<file path="src/rtl/vga_scanout_if.sv">
// Framebuffer read port shared by vga_scanout (master) and the framebuffer RAM (slave).
interface vga_scanout_if;
    logic [14:0] rd_addr;
    logic [2:0]  rd_data;

    // Read contract: no valid/ready pair. The master presents rd_addr and the slave
    // returns its registered read on rd_data exactly one clk later. The read is never refused.
    modport master (output rd_addr, input rd_data);
    modport slave  (input rd_addr, output rd_data);
endinterface

</file>
<file path="src/rtl/vga_scanout.sv">
// 640x480 VGA scanout of the 160x120 framebuffer with 4x4 pixel replication and a per-frame tick.
// Optional build macro VGA_SCANOUT_BORDER_EN forces a white outline around the playfield.
module vga_scanout #(
    parameter int H_VIS  = 640,
    parameter int H_FP   = 16,
    parameter int H_SYNC = 96,
    parameter int H_BP   = 48,
    parameter int V_VIS  = 480,
    parameter int V_FP   = 10,
    parameter int V_SYNC = 2,
    parameter int V_BP   = 33
) (
    input  logic          clk,
    input  logic          rst,
    vga_scanout_if.master fb,
    output logic          frame,
    output logic          VGA_CLK,
    output logic          VGA_HS,
    output logic          VGA_VS,
    output logic          VGA_BLANK_N,
    output logic          VGA_SYNC_N,
    output logic [9:0]    VGA_R,
    output logic [9:0]    VGA_G,
    output logic [9:0]    VGA_B
);
    localparam logic [9:0] H_MAX    = 10'(H_VIS + H_FP + H_SYNC + H_BP - 1);
    localparam logic [9:0] V_MAX    = 10'(V_VIS + V_FP + V_SYNC + V_BP - 1);
    localparam logic [9:0] H_VIS_W  = 10'(H_VIS);
    localparam logic [9:0] V_VIS_W  = 10'(V_VIS);
    localparam logic [9:0] V_LAST   = 10'(V_VIS - 1);
    localparam logic [9:0] HS_START = 10'(H_VIS + H_FP);
    localparam logic [9:0] HS_END   = 10'(H_VIS + H_FP + H_SYNC - 1);
    localparam logic [9:0] VS_START = 10'(V_VIS + V_FP);
    localparam logic [9:0] VS_END   = 10'(V_VIS + V_FP + V_SYNC - 1);

    logic        pix_en;
    logic [9:0]  h_cnt;
    logic [9:0]  v_cnt;
    logic        visible;
    logic        hs_n;
    logic        vs_n;
    logic [7:0]  x;
    logic [6:0]  y;
    logic [14:0] addr;
    logic        vis_d;
    logic        hs_d;
    logic        vs_d;
    logic [2:0]  colour;

    // Pixel logic advances on the clk edge where VGA_CLK falls.
    assign pix_en = VGA_CLK;

    assign visible = (h_cnt < H_VIS_W) && (v_cnt < V_VIS_W);
    assign hs_n    = !((h_cnt >= HS_START) && (h_cnt <= HS_END));
    assign vs_n    = !((v_cnt >= VS_START) && (v_cnt <= VS_END));

    // y*160 + x built as y*128 + y*32 + x.
    assign x    = h_cnt[9:2];
    assign y    = v_cnt[8:2];
    assign addr = {1'b0, y, 7'd0} + {3'd0, y, 5'd0} + {7'd0, x};

`ifdef VGA_SCANOUT_BORDER_EN
    logic border_d;

    always_ff @(posedge clk) begin
        if (!rst) begin
            border_d <= 1'b0;
        end else if (pix_en) begin
            border_d <= visible && ((x == 8'd0) || (x == 8'd159) || (y == 7'd0) || (y == 7'd119));
        end
    end

    assign colour = border_d ? 3'b111 : fb.rd_data;
`else
    assign colour = fb.rd_data;
`endif

    always_ff @(posedge clk) begin
        if (!rst) begin
            VGA_CLK     <= 1'b0;
            h_cnt       <= '0;
            v_cnt       <= '0;
            fb.rd_addr  <= '0;
            frame       <= 1'b0;
            vis_d       <= 1'b0;
            hs_d        <= 1'b1;
            vs_d        <= 1'b1;
            VGA_HS      <= 1'b1;
            VGA_VS      <= 1'b1;
            VGA_BLANK_N <= 1'b0;
            VGA_R       <= '0;
            VGA_G       <= '0;
            VGA_B       <= '0;
        end else begin
            VGA_CLK <= ~VGA_CLK;
            frame   <= 1'b0;
            if (pix_en) begin
                if (h_cnt == H_MAX) begin
                    h_cnt <= '0;
                    v_cnt <= (v_cnt == V_MAX) ? 10'd0 : v_cnt + 10'd1;
                    frame <= (v_cnt == V_LAST);
                end else begin
                    h_cnt <= h_cnt + 10'd1;
                end
                if (visible) begin
                    fb.rd_addr <= addr;
                end
                vis_d <= visible;
                hs_d  <= hs_n;
                vs_d  <= vs_n;
                // Second stage: RAM data for the address issued one pixel ago lines up with the delayed flags.
                VGA_BLANK_N <= vis_d;
                VGA_HS      <= hs_d;
                VGA_VS      <= vs_d;
                VGA_R       <= vis_d ? {10{colour[2]}} : 10'd0;
                VGA_G       <= vis_d ? {10{colour[1]}} : 10'd0;
                VGA_B       <= vis_d ? {10{colour[0]}} : 10'd0;
            end
        end
    end

    assign VGA_SYNC_N = 1'b1;
endmodule
</file>
<file path="src/flat_wrapper.sv">
// flat-port wrapper written by rule: the top's interface ports become plain ports
module vga_scanout_flat 
#(
    parameter int H_VIS  = 640,
    parameter int H_FP   = 16,
    parameter int H_SYNC = 96,
    parameter int H_BP   = 48,
    parameter int V_VIS  = 480,
    parameter int V_FP   = 10,
    parameter int V_SYNC = 2,
    parameter int V_BP   = 33
)
  (clk, rst, frame, VGA_CLK, VGA_HS, VGA_VS, VGA_BLANK_N, VGA_SYNC_N, VGA_R, VGA_G, VGA_B, fb_rd_addr, fb_rd_data);
  vga_scanout_if fb_i ();
  input  logic clk;
  input  logic rst;
  output logic frame;
  output logic VGA_CLK;
  output logic VGA_HS;
  output logic VGA_VS;
  output logic VGA_BLANK_N;
  output logic VGA_SYNC_N;
  output logic [9:0] VGA_R;
  output logic [9:0] VGA_G;
  output logic [9:0] VGA_B;
  output wire logic [$bits(fb_i.rd_addr)-1:0] fb_rd_addr;
  input wire logic [$bits(fb_i.rd_data)-1:0] fb_rd_data;
  assign fb_rd_addr = fb_i.rd_addr;
  assign fb_i.rd_data = fb_rd_data;
  vga_scanout #(.H_VIS(H_VIS), .H_FP(H_FP), .H_SYNC(H_SYNC), .H_BP(H_BP), .V_VIS(V_VIS), .V_FP(V_FP), .V_SYNC(V_SYNC), .V_BP(V_BP)) u_core (.clk(clk), .rst(rst), .fb(fb_i), .frame(frame), .VGA_CLK(VGA_CLK), .VGA_HS(VGA_HS), .VGA_VS(VGA_VS), .VGA_BLANK_N(VGA_BLANK_N), .VGA_SYNC_N(VGA_SYNC_N), .VGA_R(VGA_R), .VGA_G(VGA_G), .VGA_B(VGA_B));
endmodule
</file>
<file path="config.mk">
export PLATFORM = sky130hd
export DESIGN_NAME = vga_scanout_flat
export DESIGN_NICKNAME = d
export VERILOG_FILES = /design/src/rtl/vga_scanout_if.sv /design/src/rtl/vga_scanout.sv /design/src/flat_wrapper.sv
export SDC_FILE = /design/constraint.sdc
export NUM_CORES = 1
export LEC_CHECK = 0
export CORE_UTILIZATION = 25
export DETAILED_ROUTE_END_ITERATION = 8
export PLACE_DENSITY = 0.5
export RECOVER_POWER = 25
export SYNTH_ARGS = -nofsm -noshare
export SYNTH_HDL_FRONTEND = slang
export SYNTH_SLANG_ARGS = --single-unit
export TNS_END_PERCENT = 50
</file>
<file path="constraint.sdc">
create_clock -name clk -period 2.46 [get_ports clk]
set_input_delay 0.492 -clock clk [delete_from_list [all_inputs] [get_ports clk]]
set_output_delay 0.492 -clock clk [all_outputs]
set_load 0.05 [all_outputs]
</file>
==> summary.md <==
| Metric | Value |
|---|---|
| Area share of the leading cell type in the synthesized netlist | `35.6%` |
| Final Hold Viols | `0` |
| GRT Residual Overflow | `0` |
| WP data arrival | `1.79 ns` |
| EDFF count, synth | `0` |
| Antenna violations before repair | `0` |
| Min-delay src | `u_core.hs_d` |
| Syn_nets | `336` |
| Hold path depth | `2` |
| Pin slew with the least headroom to its limit | `0.982 ns` |
| Post-Layout Cell Count | `roughly 480` |
| Worst Hold Class | `reg2reg` |
| 1st-pass router iterations | `4` |
| Clock transition at path regs | `0.10 ns` |
| Worst path required time | `1.97 ns` |
| Outcome | `complete, no violations` |
| Commonest cells post-synth | `dfxtp_1, a21oi_1, nand2_1` |
| Routed Antenna Nets | `0` |
| R2r setup slk | `0.22 ns` |
| Async S/R FF share, synth | `0%` |
| Sequential area share after synthesis | `35.6%` |
| Via Count | `2246` |
| Cts hold-fix bufs | `0` |
| First-pass GRT wire length | `10100 um` |
| Synth unique cells | `45` |
| FMAX | `439 MHz` |
| Starting DRT DRC Count | `146` |
| Vias in the first global route | `2052` |
| HPWL after DPL | `4370 um` |
| Leak Pwr | `approximately 1.1 nW` |
| Die Width | `104 um` |
| Peak supply drop | `0.246 mV` |
| Largest net degree at the start of global routing | `22` |
| Area grow syn2layout | `25.2%` |
| Setup CP Type | `reg2out` |
| Most frequent cell after synthesis | `dfxtp_1` |
| Post-layout min period | `around 2.3 ns` |
| Slew Limit Headroom | `34.5%` |
| Mapped Area | `0.00259 mm2` |
| Max-slew violations | `0` |
| Die area | `0.0108 mm2` |
| Root Driver | `clkbuf_8` |
| Die Y | `104 um` |
| Starting Density | `26.1%` |
| N_diodes | `0` |
| Power density over cell area | `about 450 mW/mm2` |
| TritonCTS clock tree | `built` |
| Yosys warning count | `0` |
| Register bit total from synthesis | `46` |
| Final setup fails | `0` |
| DRT Wirelength | `~6000 um` |
| R2R Path Start | `u_core.h_cnt[0]` |
| Wire per inst | `12.4 um` |
| Setup crit start kind | `register` |
| Crit path buffers/inverters | `2` |
| Crit Path Max Fanout | `21` |
| Core region area | `0.00991 mm2` |
| Hold path endpoint | `u_core.hs_d` |
| Placed cell count | `roughly 480` |
| Number of post-CTS setup repair buffers | `0` |
| Slowest CP cell | `clkbuf_1` |
| Nets | `373` |
| Yosys top cell by area | `dfxtp_1` |
| Num ports | `56` |
| Rows | `36` |
| Post-CTS Resized | `0` |
| Critical path endpoint category | `output pin` |
| Gate Count Post-Synth | `312` |
| Syn_area_per_cell | `8.30 um2` |
| Layout cell share with drive strength beyond 1 | `8.29%` |
| Port Buffers | `54` |
| Final TNS setup | `0 ns` |
| TritonCTS Buffers | `5` |
| R2R cell count | `6` |
| Clock sink count | `46` |
| Ys flop type | `dfxtp_1` |
| DRC | `0` |
| Worst r2r dst | `u_core.v_cnt[3]` |
| Clock buffer depth | `2` |
| Vias per std cell | `between 4 and 5` |
| Max-capacitance violation count | `0` |
| H-tree Lvls | `2` |
| Max Clock Skew | `0.00571 ns` |
| Crit path max-delay family | `buffers and inverters` |
| Routability cong. | `0.776` |
| Crit-path max cell delay | `0.75 ns` |
| Top post-synthesis cells by area | `dfxtp_1, ha_1, buf_4` |
| Final worst-path cycle share | `approximately 90%` |
| Unrepaired setup endpoints after global routing | `false` |
| Crit-path cells | `clkbuf_1 -> buf_4` |
| Clock Latency Late Sink | `0.31 ns` |
| GRT Resource Usage Total | `11.5%` |
## placed cells by master, fill, tap and decap left out, types with 3 or more instances in the layout
master	n
nor3_1	4
nand4_1	9
nand2b_1	8
o21ai_0	8
mux2i_1	3
buf_4	14
clkbuf_8	5
clkdlybuf4s50_1	52
a21oi_1	29
ha_1	17
inv_1	17
o31ai_1	5
dfxtp_1	46
nand2_1	29
o211ai_1	4
clkbuf_1	4
xor2_1	4
or4_1	6
xnor2_1	7
nor2_1	17
or2_2	3
nand3_1	21
nor4_1	3
## where the power goes
| group | total, mW | switching (mW) | leakage (nW) | internal (mW) |
|---|---|---|---|---|
| Combinational | 0.178 | 0.120 | 0.722 | 0.0583 |
| Sequential | 0.769 | 0.0117 | 0.372 | 0.757 |
| Clock | 0.500 | 0.294 | 0.0447 | 0.206 |
| Total | 1.45 | 0.425 | 1.14 | 1.02 |
## worst max path at each step
stage	startpoint	endpoint	slack, ns	cells past startpoint
after floorplan	u_core.v_cnt[2]	u_core.fb.rd_addr[12]	0.10	8
after global placement	u_core.v_cnt[2]	u_core.fb.rd_addr[13]	0.26	8
after detailed placement	u_core.v_cnt[2]	u_core.fb.rd_addr[12]	0.18	7
after CTS	u_core.v_cnt[2]	u_core.fb.rd_addr[12]	0.16	7
after global routing	u_core.v_cnt[2]	u_core.fb.rd_addr[13]	0.002	8
final	u_core.VGA_CLK	VGA_CLK	0.18	2
## area by class of cell
cell class                 count  area, um2
timing repair buffer          71        651
clock buffer                   5       68.8
clock inverter                 3       25.0
multi-input combinational    208       1350
tap                          133        166
sequential                    46        921
fill                        1054       6670
inverter                      17       63.8
## worst register-to-register path, stage by stage, from the launching register on
cell     delay (ns)
dfxtp_1        0.40
ha_1           0.24
nand3_1        0.16
or4_1          0.49
buf_4          0.21
or4b_1         0.51
a31oi_1        0.16
## flip-flops by register name, summed over array words and instances, names as in the netlist
signal	cells
u_core.v_cnt	10
u_core.VGA_G	1
u_core.VGA_CLK	1
u_core.fb.rd_addr	15
u_core.VGA_R	1
u_core.vs_d	1
u_core.VGA_B	1
u_core.VGA_BLANK_N	1
u_core.frame	1
u_core.hs_d	1
u_core.VGA_HS	1
u_core.VGA_VS	1
u_core.h_cnt	10
u_core.vis_d	1
## routing by layer
layer  global-route usage [%]  vias up  wire, um
met5                        0        -         0
met2                     18.8       57      2740
met1                     14.7     1048      2900
met4                     4.29        0        78
li1                         -     1135         -
met3                     2.64        6       279
## kinds of logic (layout without fill, tap and decap cells)
family / Yosys count / after routing / share of synthesized area, %
buffers and inverters: 58 / 96 / 12.6
adder cells (fa/ha/maj): 19 / 19 / 9.76
multiplexers: 4 / 4 / 1.59
XOR/XNOR: 11 / 11 / 3.72
AND/OR/NAND/NOR: 112 / 112 / 22.5
AO/OA/AOI/OAI: 61 / 61 / 14.1
flip-flops: 46 / 46 / 35.6
other: 1 / 1 / 0.145
## metrics by stage
stage / total power [mW] / util [%] / worst slack (ns) / hold slack [ns] / area (um2)
floorplan: 0.915 / - / 0.104 / 0.425 / 2590
global placement: 0.967 / 31.9 / 0.257 / 0.442 / 3160
CTS: 1.47 / 32.8 / 0.163 / 0.459 / 3250
global route: 1.50 / 32.7 / 0.00234 / 0.479 / 3240
detailed placement: 0.968 / 31.9 / 0.184 / 0.447 / 3160
finish: 1.45 / 32.7 / 0.183 / 0.454 / 3240
Note: power is estimated with default switching activity, not from simulation.
